$ cat config.mk
export PLATFORM = sky130hd
export DESIGN_NAME = bpred_2bit_btb
export DESIGN_NICKNAME = d
export VERILOG_FILES = /design/src/rtl/bpred_2bit_btb.sv
export SDC_FILE = /design/constraint.sdc
export NUM_CORES = 2
export LEC_CHECK = 0
export BUFFER_PORTS_ARGS = -buffer_cell sky130_fd_sc_hd__buf_2
export CAP_MARGIN = 10
export CORE_MARGIN = 2
export CORE_UTILIZATION = 55
export DETAILED_ROUTE_END_ITERATION = 8
export PLACE_DENSITY = 0.71
export SLEW_MARGIN = 15
export SYNTH_ARGS = -nofsm -noshare
export SYNTH_HDL_FRONTEND = slang
export SYNTH_SLANG_ARGS = --single-unit
$ cat constraint.sdc
create_clock -name clk_i -period 5.1 [get_ports clk_i]
set_clock_uncertainty 0.2 [all_clocks]
set_input_delay 0.255 -clock clk_i [delete_from_list [all_inputs] [get_ports clk_i]]
set_output_delay 0.255 -clock clk_i [all_outputs]
set_load 0.005 [all_outputs]
$ cat src/rtl/bpred_2bit_btb.sv
// rtl/bpred_2bit_btb.sv - direct-mapped BTB with per-entry 2-bit saturating counters
// IF-stage lookup, EX-stage resolution/training, flush/redirect and perf counters.
module bpred_2bit_btb #(
   parameter int          ENTRIES  = 16,
   parameter logic [1:0]  CNT_INIT = 2'b01,
   parameter int          PERF_W   = 32
) (
   input  logic              clk_i,
   input  logic              rst_i,
   input  logic              predictor_en,
   input  logic [31:0]       pc_IF,
   input  logic [31:0]       instr_IF,
   input  logic [31:0]       pc_EX,
   input  logic [31:0]       instr_EX,
   input  logic              pc_sel_EX,
   input  logic [31:0]       aludata_EX,
   input  logic              pred_taken_EX,
   input  logic [31:0]       pred_target_EX,
   output logic              flush_br,
   output logic              hit,
   output logic [31:0]       npc,
   output logic [PERF_W-1:0] br_count,
   output logic [PERF_W-1:0] mispred_count
);

   localparam int               IDX_W     = $clog2(ENTRIES);
   localparam int               TAG_W     = 30 - IDX_W;
   localparam logic [6:0]       OP_BRANCH = 7'b1100011;
   localparam logic [PERF_W-1:0] PERF_ONE = {{(PERF_W-1){1'b0}}, 1'b1};

   logic [ENTRIES-1:0] r_valid;
   logic [TAG_W-1:0]   r_tag    [ENTRIES];
   logic [31:0]        r_target [ENTRIES];
   logic [1:0]         r_cnt    [ENTRIES];
   logic [PERF_W-1:0]  r_br_count;
   logic [PERF_W-1:0]  r_mispred_count;

   logic [IDX_W-1:0]   w_idx_if;
   logic [IDX_W-1:0]   w_idx_ex;
   logic [TAG_W-1:0]   w_tag_if;
   logic [TAG_W-1:0]   w_tag_ex;
   logic               w_is_br_if;
   logic               w_is_br_ex;
   logic               w_lookup_hit;
   logic               w_pred_taken;
   logic               w_train;
   logic               w_mispredict;
   logic               w_ex_match;

   assign w_idx_if     = pc_IF[IDX_W+1:2];
   assign w_idx_ex     = pc_EX[IDX_W+1:2];
   assign w_tag_if     = pc_IF[31:IDX_W+2];
   assign w_tag_ex     = pc_EX[31:IDX_W+2];
   assign w_is_br_if   = (instr_IF[6:0] == OP_BRANCH);
   assign w_is_br_ex   = (instr_EX[6:0] == OP_BRANCH);

   assign w_lookup_hit = predictor_en & w_is_br_if & r_valid[w_idx_if]
                         & (r_tag[w_idx_if] == w_tag_if);
   assign w_pred_taken = w_lookup_hit & r_cnt[w_idx_if][1];

   assign w_train      = predictor_en & w_is_br_ex;
   assign w_mispredict = w_train & ((pc_sel_EX != pred_taken_EX) |
                         (pc_sel_EX & pred_taken_EX & (pred_target_EX != aludata_EX)));
   assign w_ex_match   = r_valid[w_idx_ex] & (r_tag[w_idx_ex] == w_tag_ex);

   // EX correction always outranks the IF-stage prediction.
   always_comb begin
      flush_br = 1'b0;
      hit      = 1'b0;
      npc      = pc_IF + 32'd4;
      if (!rst_i) begin
         if (w_mispredict) begin
            flush_br = 1'b1;
            hit      = 1'b1;
            npc      = pc_sel_EX ? aludata_EX : (pc_EX + 32'd4);
         end else if (!predictor_en && w_is_br_ex && pc_sel_EX) begin
            flush_br = 1'b1;
            hit      = 1'b1;
            npc      = aludata_EX;
         end else if (w_pred_taken) begin
            hit      = 1'b1;
            npc      = r_target[w_idx_if];
         end
      end
   end

   always_ff @(posedge clk_i) begin
      if (rst_i) begin
         for (int i = 0; i < ENTRIES; i++) begin
            r_valid[i] <= 1'b0;
            r_cnt[i]   <= CNT_INIT;
         end
         r_br_count      <= '0;
         r_mispred_count <= '0;
      end else begin
         if (w_train) begin
            r_br_count <= r_br_count + PERF_ONE;
            if (w_ex_match) begin
               if (pc_sel_EX) begin
                  if (r_cnt[w_idx_ex] != 2'b11)
                     r_cnt[w_idx_ex] <= r_cnt[w_idx_ex] + 2'd1;
                  r_target[w_idx_ex] <= aludata_EX;
               end else if (r_cnt[w_idx_ex] != 2'b00) begin
                  r_cnt[w_idx_ex] <= r_cnt[w_idx_ex] - 2'd1;
               end
            end else if (pc_sel_EX) begin
               // Taken miss replaces whatever occupied the slot, starting weakly taken.
               r_valid[w_idx_ex]  <= 1'b1;
               r_tag[w_idx_ex]    <= w_tag_ex;
               r_target[w_idx_ex] <= aludata_EX;
               r_cnt[w_idx_ex]    <= 2'b10;
            end
         end
         if (w_mispredict)
            r_mispred_count <= r_mispred_count + PERF_ONE;
      end
   end

   assign br_count      = r_br_count;
   assign mispred_count = r_mispred_count;

endmodule

==> flow_metrics.tcl <==
set metrics [dict create \
    async_reset_ff_frac 0 \
    ioPinCount 295 \
    comb_power_share 0.083 \
    p_leak_nw 18.50 \
    period_needed_ns 5.097 \
    switchingPower_w 0.004272 \
    die_area_um2 89700 \
    antenna_found_initial 18 \
    synth.distinct_cells 79 \
    hold_class "in2reg" \
    critPathMaxFanout 11 \
    drc 0 \
    rsz0062_at_grt "yes" \
    relSlewSlack 0.3396 \
    clk_latency_ns 0.70 \
    cts_num_sinks 1040 \
    final_cells 4496 \
    wl_um 150200 \
    first_iter_violations 4635 \
    grt-busiest-layer "met2" \
    crit_arrival_ns 4.64 \
    p_int_w 0.01425 \
    yosysWarnings 0 \
    cp_top_family "simple AND/OR/NAND/NOR gates" \
    slowest_delay_ns 0.60 \
    dr_total_vias 30850 \
    yosysSeqAreaShare 0.6336 \
    rows 108 \
    p_sw_frac 0.2306 \
    numPortBuffers 244 \
    syn_area_um2 48020 \
    via_per_inst 6.861 \
    cpMostUsedCell "mux4_2" \
    track_usage 0.3355 \
    wl_per_cell_um 33.41 \
    cap_violations 0 \
    startpoint_type "flip-flop" \
    critPathKind "reg2out" \
    synth-seq-cells 1040 \
    dp_hpwl_um 98430 \
    power.density_nw_per_um2 332.6 \
    p_total_w 0.01853 \
    cts_tree "built" \
    cts-root-buf "clkbuf_16" \
    cts_buffers 104 \
    gp_congestion 0.9957 \
    critical_path_buf_inv_count 2 \
    cts.reportedPaths.clkPinSlew_ns 0.06 \
    netlist_instances 2870 \
    tns_ns 0 \
    hold_viol 0 \
    clkPwrFrac 0.414 \
    max-vdd-ir-drop_mv 0.3128 \
    status "finished, final reports clean" \
    grt_pass1_wl_um 214600 \
    max_slew.worst_pin.slew_ns 0.9906 \
    post-route-period-util 0.9995 \
    cp-end-kind "output pin" \
    grtUsageMet3 0.08596 \
    start_util 0.5544 \
    nNetsFinal 3454 \
    postCtsSetupBuffers 0 \
    grt_max_degree 85 \
    grt_pass1_vias 30380 \
    grt_util_met2 0.5197 \
    max_freq_mhz 196.2 \
    syn_avg_cell_area_um2 16.73 \
    finalMaxSlewViolations 0 \
    cts_buffer_depth 3 \
    antenna_left 0 \
    nFillCells 5998 \
    synth_edf_count 960 \
    drive_gt1_frac 0.2917 \
    slowest_stage "a311oi_1" \
    crit_chain "mux4_2, mux4_2, and2_1, or4_1, nor4_1, nand4b_1, buf_4, a311oi_1, buf_2" \
    overflow 0 \
    cp.required_ns 4.64 \
    setup_viol 0 \
    seq_power_share 0.503 \
    dr.pass1.iters 6 \
    syn_to_final_growth_pct 15.98 \
    die_w_um 299.5 \
    use_met1 0.4643 \
    synth_ff_type "edfxtp_1" \
    syn_nets 3075 \
    ctsHtreeMaxLevel 3 \
    placed_cells 4236 \
    chipHeight_um 299.5 \
    design.core.area_um2 86620 \
]
## layout by cell type, fill, tap and decap left out, drive strengths merged, types with 11 or more instances in the layout
master and instances:
a211oi 18, a21oi 54, a22oi 38, a2bb2oi 15, and2 16, and3 37, buf 393, clkbuf 127
clkinv 45, dfxtp 80, dlygate4sd3 62, edfxtp 960, inv 47, mux2 11, mux2i 155, mux4 354
nand2 124, nand3 78, nand4 40, nor2 160, nor3 47, nor4 20, o21ai 59, o22ai 11
o2bb2ai 15, or3 17, xnor2 92, xor2 89
## stage by stage
| step | hold slack, ns | area, µm² | setup slack [ns] | utilization |
|---|---|---|---|---|
| floorplan | 0.1539 | 48020 | 0.9466 | - |
| global placement | 0.2598 | 51600 | 0.3156 | 0.5958 |
| detailed placement | 0.2630 | 51600 | 0.2822 | 0.5958 |
| CTS | 0.03578 | 55650 | 0.01373 | 0.6425 |
| global route | 0.08340 | 55690 | -0.01107 | 0.6429 |
| finish | 0.06621 | 55700 | 0.002570 | 0.6430 |
## worst register-to-register path: cells and delay by family (launching register included)
| kind | cells | cell delay (ns) |
|---|---|---|
| multiplexers | 2 | 0.88 |
| flip-flops | 1 | 0.40 |
| buffers and inverters | 1 | 0.22 |
| AO/OA/AOI/OAI | 6 | 1.88 |
| AND/OR/NAND/NOR | 1 | 0.66 |
## registers in the layout (all words and copies together), names as in the netlist
signal         cells
r_target         512
r_tag            416
br_count          32
mispred_count     32
r_cnt             32
r_valid           16
## area by class of cell
cell class              instances  area (µm²)  share of cell area
clock inverters                66       696.9             0.01251
well taps                    1155        1445             0.02595
flip-flops and latches       1040       30430              0.5463
repair buffers                455        3452             0.06198
clock buffers                 127        2730             0.04902
diodes                          5       12.51           0.0002246
inverters                      42       160.2            0.002875
multi-input cells            1606       16770              0.3011
## per-layer routing
metal	vias up	part of all wire
met5	-	0.00088
li1	12450	-
met2	2164	0.47
met4	22	0.040
met1	15860	0.37
met3	353	0.12
## power by group through the flow
| stage | Sequential [W] | Clock [W] | Combinational [W] |
|---|---|---|---|
| final | 0.00932 | 0.00767 | 0.00154 |
| after global routing | 0.00931 | 0.00804 | 0.00160 |
| after CTS | 0.00932 | 0.00773 | 0.00151 |
| after detailed placement | 0.00950 | 0 | 0.00146 |
| after global placement | 0.00950 | 0 | 0.00144 |
| after floorplan | 0.00950 | 0 | 0.000830 |
## path summary, 6_finish.rpt
| kind | start | end | slack (ns) | cells past startpoint |
|---|---|---|---|---|
| hold / removal | instr_EX[0] | br_count[0] | 0.07 | 6 |
| hold reg to reg | r_valid[6] | r_valid[6] | 0.29 | 1 |
| setup / recovery | r_tag[4][24] | npc[6] | 0.003 | 9 |
| setup reg to reg | r_tag[3][0] | r_cnt[4][0] | 0.52 | 10 |
## cells in the mapped netlist (15+ instances only)
library cell	instances	area, µm²
xor2_1	89	779.5
mux4_2	346	7792
o2bb2ai_1	15	131.4
mux2i_1	155	1551
nand4_1	40	250.2
nand2_1	124	465.5
and3_1	37	231.5
buf_2	46	230.2
edfxtp_1	960	28830
clkbuf_1	79	296.5
nor4_1	20	125.1
and2_1	16	100.1
buf_6	15	168.9
nor2_1	160	600.6
xnor2_1	92	805.8
a211oi_1	17	127.6
nor3_1	36	180.2
buf_1	27	101.4
a22oi_1	38	285.3
o21ai_0	48	240.2
dfxtp_1	80	1602
a2bb2oi_1	15	131.4
nand3_1	78	390.4
or3_1	17	106.4
a21oi_1	54	270.3
inv_1	41	153.9
## repair_timing
action,4_1_cts,5_1_grt
hold buffers,62,0
endpoints found under the hold margin,931,0
gates resized for setup,0,7
setup endpoints to repair,0,7
## cell families (layout without fill, tap and decap cells)
| logic type | count (synthesis) | count (layout) | synth area share |
|---|---|---|---|
| simple gates | 599 | 599 | 0.06305 |
| fa+ha+maj | 8 | 8 | 0.002084 |
| other cells | 0 | 5 | 0 |
| buf+inv | 224 | 690 | 0.02321 |
| mux | 520 | 520 | 0.2015 |
| xor+xnor | 181 | 181 | 0.03301 |
| compound gates | 298 | 298 | 0.04351 |
| flops | 1040 | 1040 | 0.6336 |
(Power assumes the default switching activity.)
